## src/rtl/kernel_launcher.sv

```systemverilog
// kernel_launcher: host-side launch sequencer for the GPU top level.
// Queues kernel launch commands (thread counts) in a small FIFO. For each
// command it holds the GPU in reset, writes the device control register,
// holds start until done (or timeout), then returns a completion record.
//
// Ports:
//   clk, reset                 clock; asynchronous active-low reset
//   cmd_valid/ready/thread_count  launch command push interface
//   rsp_valid/ready/thread_count/cycles/timeout  completion record
//   gpu_reset, gpu_start, gpu_done                GPU handshake
//   device_control_write_enable/data              control register write
//   busy, queue_count          status
module kernel_launcher #(
  parameter int QUEUE_DEPTH    = 4,
  parameter int CYCLE_BITS     = 16,
  parameter int TIMEOUT_CYCLES = 0,
  parameter int RESET_CYCLES   = 2
) (
  input  logic                          clk,
  input  logic                          reset,
  input  logic                          cmd_valid,
  output logic                          cmd_ready,
  input  logic [7:0]                    cmd_thread_count,
  output logic                          rsp_valid,
  input  logic                          rsp_ready,
  output logic [7:0]                    rsp_thread_count,
  output logic [CYCLE_BITS-1:0]         rsp_cycles,
  output logic                          rsp_timeout,
  output logic                          gpu_reset,
  output logic                          gpu_start,
  input  logic                          gpu_done,
  output logic                          device_control_write_enable,
  output logic [7:0]                    device_control_data,
  output logic                          busy,
  output logic [$clog2(QUEUE_DEPTH):0]  queue_count
);

  localparam int PW = $clog2(QUEUE_DEPTH);
  localparam int RW = $clog2(RESET_CYCLES + 1);
  localparam logic [RW-1:0]         RST_LAST = RW'(RESET_CYCLES - 1);
  localparam logic [CYCLE_BITS-1:0] TO_LIMIT = CYCLE_BITS'(TIMEOUT_CYCLES);
  localparam logic [PW:0]           DEPTH    = (PW + 1)'(QUEUE_DEPTH);

  typedef enum logic [2:0] {S_RESET, S_IDLE, S_CONFIG, S_RUN, S_RESP} state_t;

  typedef struct packed {
    logic [7:0]            thread_count;
    logic [CYCLE_BITS-1:0] cycles;
    logic                  timeout;
  } rsp_t;

  // ---------------- command FIFO ----------------
  logic [7:0]    mem [QUEUE_DEPTH];
  logic [PW-1:0] wr_ptr, rd_ptr;
  logic [PW:0]   count_n;
  logic          push, pop;
  logic [7:0]    head;

  assign cmd_ready = (queue_count != DEPTH);
  assign push      = cmd_valid && cmd_ready;
  assign head      = mem[rd_ptr];

  always_comb begin
    count_n = queue_count;
    case ({push, pop})
      2'b10:   count_n = queue_count + 1'b1;
      2'b01:   count_n = queue_count - 1'b1;
      default: count_n = queue_count;
    endcase
  end

  always_ff @(posedge clk) begin
    if (push) mem[wr_ptr] <= cmd_thread_count;
  end

  always_ff @(posedge clk or negedge reset) begin
    if (!reset) begin
      wr_ptr      <= '0;
      rd_ptr      <= '0;
      queue_count <= '0;
    end else begin
      if (push) wr_ptr <= wr_ptr + 1'b1;
      if (pop)  rd_ptr <= rd_ptr + 1'b1;
      queue_count <= count_n;
    end
  end

  // ---------------- launch FSM ----------------
  state_t                state, state_n;
  logic [RW-1:0]         rst_cnt, rst_cnt_n;
  logic [CYCLE_BITS-1:0] run_cnt, run_cnt_n;
  logic [7:0]            cur_tc, cur_tc_n;
  logic [7:0]            dcd_n;
  rsp_t                  rsp_q, rsp_n;
  logic                  rsp_valid_n;

  always_comb begin
    state_n     = state;
    rst_cnt_n   = rst_cnt;
    run_cnt_n   = run_cnt;
    cur_tc_n    = cur_tc;
    dcd_n       = device_control_data;
    rsp_n       = rsp_q;
    rsp_valid_n = rsp_valid;
    pop         = 1'b0;
    case (state)
      S_RESET: begin
        if (rst_cnt == RST_LAST) state_n = S_IDLE;
        else                     rst_cnt_n = rst_cnt + 1'b1;
      end
      S_IDLE: begin
        if (queue_count != '0) begin
          pop      = 1'b1;
          cur_tc_n = head;
          if (head == 8'd0) begin
            // Empty launch: complete immediately, GPU never leaves reset.
            state_n     = S_RESP;
            rsp_valid_n = 1'b1;
            rsp_n       = '{thread_count: 8'd0, cycles: '0, timeout: 1'b0};
          end else begin
            state_n = S_CONFIG;
            dcd_n   = head;
          end
        end
      end
      S_CONFIG: begin
        run_cnt_n = '0;
        state_n   = S_RUN;
      end
      S_RUN: begin
        // Done wins over a coincident timeout.
        if (gpu_done) begin
          state_n     = S_RESP;
          rsp_valid_n = 1'b1;
          rsp_n       = '{thread_count: cur_tc, cycles: run_cnt, timeout: 1'b0};
        end else if ((TIMEOUT_CYCLES != 0) && (run_cnt == TO_LIMIT)) begin
          state_n     = S_RESP;
          rsp_valid_n = 1'b1;
          rsp_n       = '{thread_count: cur_tc, cycles: TO_LIMIT, timeout: 1'b1};
        end else if (run_cnt != '1) begin
          run_cnt_n = run_cnt + 1'b1;
        end
      end
      S_RESP: begin
        if (rsp_ready) begin
          rsp_valid_n = 1'b0;
          rst_cnt_n   = '0;
          state_n     = S_RESET;
        end
      end
      default: state_n = S_RESET;
    endcase
  end

  // GPU-facing outputs are decoded from the next state so they line up
  // with the state they belong to while still coming straight from flops.
  always_ff @(posedge clk or negedge reset) begin
    if (!reset) begin
      state                       <= S_RESET;
      rst_cnt                     <= '0;
      run_cnt                     <= '0;
      cur_tc                      <= '0;
      rsp_q                       <= '0;
      rsp_valid                   <= 1'b0;
      gpu_reset                   <= 1'b1;
      gpu_start                   <= 1'b0;
      device_control_write_enable <= 1'b0;
      device_control_data         <= '0;
      busy                        <= 1'b0;
    end else begin
      state                       <= state_n;
      rst_cnt                     <= rst_cnt_n;
      run_cnt                     <= run_cnt_n;
      cur_tc                      <= cur_tc_n;
      rsp_q                       <= rsp_n;
      rsp_valid                   <= rsp_valid_n;
      gpu_reset                   <= !(state_n == S_CONFIG || state_n == S_RUN);
      gpu_start                   <= (state_n == S_RUN);
      device_control_write_enable <= (state_n == S_CONFIG);
      device_control_data         <= dcd_n;
      busy                        <= (state_n != S_IDLE) || (count_n != '0);
    end
  end

  assign rsp_thread_count = rsp_q.thread_count;
  assign rsp_cycles       = rsp_q.cycles;
  assign rsp_timeout      = rsp_q.timeout;

endmodule

```

## config.mk

```make
export PLATFORM = sky130hd
export DESIGN_NAME = kernel_launcher
export DESIGN_NICKNAME = d
export VERILOG_FILES = /design/src/rtl/kernel_launcher.sv
export SDC_FILE = /design/constraint.sdc
export NUM_CORES = 1
export LEC_CHECK = 0
export ABC_CLOCK_PERIOD_IN_PS = 6800
export BUFFER_PORTS_ARGS = -buffer_cell sky130_fd_sc_hd__buf_2
export CORE_ASPECT_RATIO = 1.25
export CORE_MARGIN = 4
export CORE_UTILIZATION = 63
export DETAILED_ROUTE_END_ITERATION = 6
export PLACE_DENSITY = 0.85
export SYNTH_ARGS = -nofsm -noshare
export SYNTH_HDL_FRONTEND = slang
export SYNTH_SLANG_ARGS = --single-unit
```

## constraint.sdc

```tcl
create_clock -name clk -period 6.8 [get_ports clk]
set_input_delay 0.68 -clock clk [delete_from_list [all_inputs] [get_ports clk]]
set_output_delay 0.68 -clock clk [all_outputs]
set_load 0.05 [all_outputs]
```

## Yosys cells after proc, flatten, opt, wreduce, memory -nomap -nowiden

Memories as Yosys holds them, arrays and structs flattened.
Index checks and enable logic that the tools add are counted.

- Output and inout port bits: 42
- Memories: 1
- Input bits: 13
- Register bits: 74
- RAM bits: 32
- Word-level logic and storage cells: 87

Memories:

| memory | depth | width | rd ports | clocked after Yosys merged registers in | wr ports | line | text |
|---|---|---|---|---|---|---|---|
| mem | 4 | 8 | 1 | 0 | 1 | 53 | `logic [7:0] mem [QUEUE_DEPTH];` |

- Bitwise gates (word level): 1
- Add/subtract/negate cells: 6
- Eq/ne operators: 19
- Reduce and logical (&&, ||, !) cells: 18
- Multiplexer cells: 26

Operator list:

| operator | number |
|---|---|
| 25-bit 2-to-1 mux | 3 |
| 25-bit case mux with 2 select lines | 1 |
| 16-bit 2-to-1 mux | 2 |
| 16-bit case mux with 2 select lines | 1 |
| 16-bit by 1-bit adder with 16-bit output, second input constant | 1 |
| 16-bit inequality test, second input constant | 1 |
| 3-bit 2-to-1 mux | 5 |
| 3-bit case mux with 5 select lines | 1 |
| 2-bit inequality test, second input constant | 7 |
| 3-bit by 2-bit == test with 1-bit output, second input constant | 4 |
| 3-bit AND reduction | 3 |
| 3-bit nonzero test | 3 |
| 8-bit logical NOT | 1 |
| 1-bit 2-to-1 mux | 8 |
| 2-bit by 1-bit adder with 2-bit output, second input constant | 3 |
| 3-bit case mux with 2 select lines | 1 |
| 2-bit nonzero test | 3 |
| 5-bit AND reduction | 1 |
| 2-bit by 1-bit == test with 1-bit output, second input constant | 2 |
| 2-bit 2-to-1 mux | 2 |
| 2-bit case mux with 2 select lines | 1 |
| 4-bit AND reduction | 1 |
| 3-bit by 1-bit adder with 3-bit output, second input constant | 1 |
| 3-bit by 1-bit == test with 1-bit output, second input constant | 1 |
| 12 further kinds | 13 |

## Longest topological paths before layout

An unclocked memory read counts as a cell.

- Depth after elaboration: 8
- Depth in mapped cells: 12
- Gate-level depth less buffers: 12

## Least setup slack after synthesis

Ideal clock, no wire load.

- Path type: register -> register
- From: reg queue_count[2]
- To: reg busy
- Stages on the path, launching flop included: 12
- Clock period less this slack: 2990 ps
- Setup time: 130 ps
- Setup slack: 3810 ps
- Arrival: 2860 ps
- Buffers on the path: 0
- Required time: 6670 ps
- Cells stage by stage: dfrtp_1 > nand3_1 > and2_1 > inv_1 > ha_1 > inv_1 > fa_1 > xor2_1 > nor2_1 > xor2_1 > nor4_1 > nand2_1

- Elaborated cells on any way between the ends: 15
- Classes of those cells: add/sub (2); eq/ne (4); mux (5); reduce/logical (4)

RTL lines:

| element | line | text |
|---|---|---|
| from (decl) | 35 | `output logic [$clog2(QUEUE_DEPTH):0] queue_count` |
| from (signal assigned) | 84 | `queue_count <= count_n;` |
| 3-bit inequality test (*) | 59 | `assign cmd_ready = (queue_count != DEPTH);` |
| net cmd_ready | 22 | `output logic cmd_ready,` |
| 1-bit logical AND (*) | 60 | `assign push = cmd_valid && cmd_ready;` |
| 2-bit by 1-bit == test with 1-bit output / 2-bit == test (equally long branches) | 65 | `case ({push, pop})` |
| 3-bit case mux with 2 select lines (*) | 65 |  |
| net count_n[2] | 55 | `logic [PW:0] count_n;` |
| 3-bit nonzero test (*) | 181 | `busy <= (state_n != S_IDLE) \|\| (count_n != '0);` |
| 1-bit logical OR (*) | 181 |  |
| to (signal assigned) | 181 |  |
| to (decl) | 34 | `output logic busy,` |

The timed path passes the listed nets; every way through them passes the cells marked *.
A chain may end at the register's enable or synchronous reset.

## Worst setup path after layout

- From: reg state[1]
- To: reg rsp_q, in the netlist rsp_thread_count[7]

- Word-level cells in the longest chain between the ends: 3
- Elaborated cells on any way between the ends: 8
- Classes of those cells: eq/ne (5); mux (1); reduce/logical (2)

RTL lines:

| element | line | text |
|---|---|---|
| from (decl) | 89 | `state_t state, state_n;` |
| from (signal assigned) | 171 | `state <= state_n;` |
| 3-bit by 1-bit == test with 1-bit output / 3-bit by 2-bit == test with 1-bit output (equally long branches) | 106 | `case (state)` |
| 2-bit inequality test (no source line) / 2-bit nonzero test (equally long branches) | -- |  |
| 4-bit AND reduction (no source line) | -- |  |
| to (signal assigned) | 175 | `rsp_q <= rsp_n;` |
| to (decl) | 94 | `rsp_t rsp_q, rsp_n;` |

Parallel ways exist; a longest one is shown, timed or not.

==> flow_summary_export.csv <==
group,metric,value,unit
grt,track_usage,0.218,
yosys,syn-cell-area,4870,µm²
sta,hold_violations,0,
final_layout,syn_to_final_growth,9.80,%
floorplan,io_pins,55,
floorplan,rows,35,
floorplan,die-area,9200,µm²
setup_path,critPathKind,"reg2reg",
grt,grt_pass1_vias,3185,
setup_path,crit_fanout,26,
yosys,syn_nets,398,
clocking,postCtsSetupRepairBufs,0,
placed_design,gp_congestion,0.970,
grt,grt_max_degree,74,
power,power.density,464,nW/µm²
clocking,clk_latency,0.38,ns
floorplan,fp.dieW,86.6,µm
grt,grt_util_met2,0.375,
sta,final.period_utilization,0.419,
clocking,htreeDepth,3,
power,power,2.48,mW
power,internal_power,1.35,mW
power,power_leakage,2.24,nW
setup_path,cp_cell_sequence,"clkinv_1 > nand2_1 > o211ai_4 > o2bb2ai_2",
final_layout,fillCellCount,535,
power,p_sw,1.12,mW
floorplan,die_h,106,µm
clocking,cts.sinks,105,
setup_path,start_kind,"flop",
setup_path,r2r_start,"state[1]$_DFF_PN0_",
sta,max_freq,0.351,GHz
power,power.share.sequential,0.403,
grt,grt_pass1_wl,15700,µm
yosys,synth_edf_count,32,
yosys,ys_seq_area_frac,0.573,
routing,drc_errors,0,
sta,setup_tns,0,ns
yosys,synthCells,377,
yosys,netlist.area_leader.share,0.370,
grt,busiest_layer,"met2",
setup_path,path_buf_inv,1,
placed_design,dp.final_hpwl,6490,µm
clocking,clockBufferDepth,2,
sta,slew_viol_final,0,
setup_path,cp.arrival,3.09,ns
routing,vias_per_cell,6.07,
power,clockPowerShare,0.153,
yosys,synth.avg_cell_area,12.9,µm²
sta,holdWs,0.493,ns
grt,grt_overflow,0,
power,combPwrFrac,0.444,
grt,antenna_found_initial,0,
yosys,synthArstFlopShare,0.695,
clocking,clock-root-buffer,"clkbuf_8",
yosys,yosys.cell_types.count,54,
power,ir_drop,314,µV
final_layout,diodes,0,
routing,drtIter0Drc,247,
yosys,yosysTopAreaCell,"dfrtp_1",
setup_path,crit_slowest_cell,"clkinv_1",
setup_path,endpoint_kind,"flop",
yosys,yosys_warnings,0,
clocking,clk_transition_reported_paths,0.10,ns
setup_path,r2r_setup_slack,3.95,ns
grt,grt_use_met3,0.0341,
sta,relSlewSlack,0.291,
floorplan,core,7440,µm²
clocking,cts_hold_buf,0,
clocking,ctsResizeCount,0,
flow_run,cap_violations,0,
setup_path,cp.required,7.04,ns
routing,postRouteAntennaNets,0,
final_layout,drive_gt1_frac,0.273,
routing,route.vias.total,3161,
clocking,cts_tree,"yes",
run_status,status,"finished clean",
floorplan,start_util,0.654,
power,swShare,0.453,
yosys,synth_area_leaders,"dfrtp_1 (37%), edfxtp_1 (20%), o2bb2ai_2 (6.2%)",
final_layout,fin_nets,445,
min_path,hold_path_class,"in2async",
routing,routedWlPerCell,17.9,µm
routing,wirelength,9350,µm
sta,fin_skew,0.0113,ns
sta,grt_setup_unrepaired,"no",
setup_path,cpLargestDelayFamily,"buffers and inverters",
sta,tightest_slew,1.06,ns
setup_path,rr_endpoint,"rsp_thread_count[7]$_DFFE_PN0P_",
yosys,synth-seq-cells,105,
clocking,numCtsBuffers,9,
setup_path,crit_path_max_incr_delay,0.96,ns
routing,dr.pass1.iters,5,
sta,period_needed,2.85,ns
yosys,synth_ff_type,"dfrtp_1",
sta,setup_violations,0,
setup_path,worst_r2r_path_depth,4,
placed_design,port_buffers,53,
grt,use_met1,0.275,
-- synthesized netlist by cell type (4+ instances only) --
| cell | count |
|---|---|
| and3_1 | 8 |
| nand2_1 | 23 |
| nand3_1 | 6 |
| ha_1 | 7 |
| xnor2_1 | 10 |
| edfxtp_1 | 32 |
| mux2_2 | 9 |
| a21oi_1 | 27 |
| nor3_1 | 7 |
| mux2i_1 | 5 |
| nor4_1 | 4 |
| a22o_1 | 8 |
| o2bb2ai_1 | 4 |
| mux4_2 | 5 |
| clkbuf_1 | 9 |
| dfrtp_1 | 72 |
| o2bb2ai_2 | 20 |
| nor2b_1 | 25 |
| o21ai_0 | 8 |
| nor2_1 | 15 |
| nand2b_1 | 7 |
| inv_1 | 12 |
-- worst reg2reg max path, stage by stage, from the launching register on --
cell and delay [ns]:
dfrtp_1 0.62, clkinv_1 0.96, nand2_1 0.49, o211ai_4 0.40, o2bb2ai_2 0.25
-- layout make-up --
cell class              count  area (µm²)  share of cell area
inverters                  13        48.8             0.00913
well taps                  92         115              0.0215
flip-flops and latches    105        2790               0.522
clock inverters             7        70.1              0.0131
multi-input cells         240        1920               0.359
clock buffers               9         124              0.0232
repair buffers             55         280              0.0525
-- metal layers --
layer	vias to the layer above	routed length, µm
met5	-	0
met4	0	124
met3	14	409
met2	79	5130
met1	1588	3680
li1	1480	-
-- power groups by stage --
stage / registers (mW) / clock network [mW] / logic, mW
2_1_floorplan: 1.22 / 0 / 0.657
3_3_place_gp: 1.00 / 0 / 1.07
3_5_place_dp: 1.01 / 0 / 1.11
4_1_cts: 0.997 / 0.384 / 1.11
5_1_grt: 1.02 / 0.408 / 1.19
6_report: 0.997 / 0.380 / 1.10
-- registers in the layout, indices dropped and copies added (netlist names) --
register,flops
cur_tc,8
device_control_write_enable,1
run_cnt,16
gpu_start,1
mem,32
rsp_valid,1
state,3
rsp_cycles,16
busy,1
device_control_data,8
queue_count,3
wr_ptr,2
rsp_thread_count,8
rd_ptr,2
rst_cnt,2
gpu_reset,1
-- logic make-up (layout without fill, tap and decap cells) --
logic type               Yosys count  in the layout  share of synthesized area
adder cells (fa/ha/maj)            8              8                     0.0221
flip-flops                       105            105                      0.573
multiplexers                      22             22                     0.0705
other                              1              1                   0.000771
XOR/XNOR                          13             13                     0.0234
AO/OA/AOI/OAI                     87             87                      0.155
AND/OR/NAND/NOR                  109            109                      0.121
buffers and inverters             32             84                     0.0342
-- worst max path at each step --
stage	start	end	slack, ns	cells past startpoint
2_1_floorplan	queue_count[2]$_DFF_PN0_	busy$_DFF_PN0_	3.81	11
3_3_place_gp	rd_ptr[0]$_DFFE_PN0P_	rsp_thread_count[4]$_DFFE_PN0P_	4.06	5
3_5_place_dp	state[1]$_DFF_PN0_	rsp_thread_count[4]$_DFFE_PN0P_	3.95	4
4_1_cts	state[1]$_DFF_PN0_	rsp_thread_count[6]$_DFFE_PN0P_	3.94	4
5_1_grt	state[1]$_DFF_PN0_	rsp_thread_count[6]$_DFFE_PN0P_	3.73	4
6_report	state[1]$_DFF_PN0_	rsp_thread_count[7]$_DFFE_PN0P_	3.95	4
-- through the flow --
stage	area (µm²)	worst slack (ns)	util	instances
after floorplan	4870	3.81	-	377
after global placement	5150	4.06	0.692	505
after detailed placement	5150	3.95	0.692	505
after CTS	5340	3.94	0.718	521
after global routing	5340	3.73	0.718	521
final	5340	3.95	0.718	521
-- cell usage in the layout, fill, tap and decap left out, types with 10 or more instances in the layout --
master,n
nand2_1,23
a21oi_1,27
xnor2_1,10
buf_2,53
o2bb2ai_2,20
inv_1,12
edfxtp_1,32
dfrtp_1,72
nor2_1,15
nor2b_1,25
No activity file was read; power rests on OpenSTA's default activity.
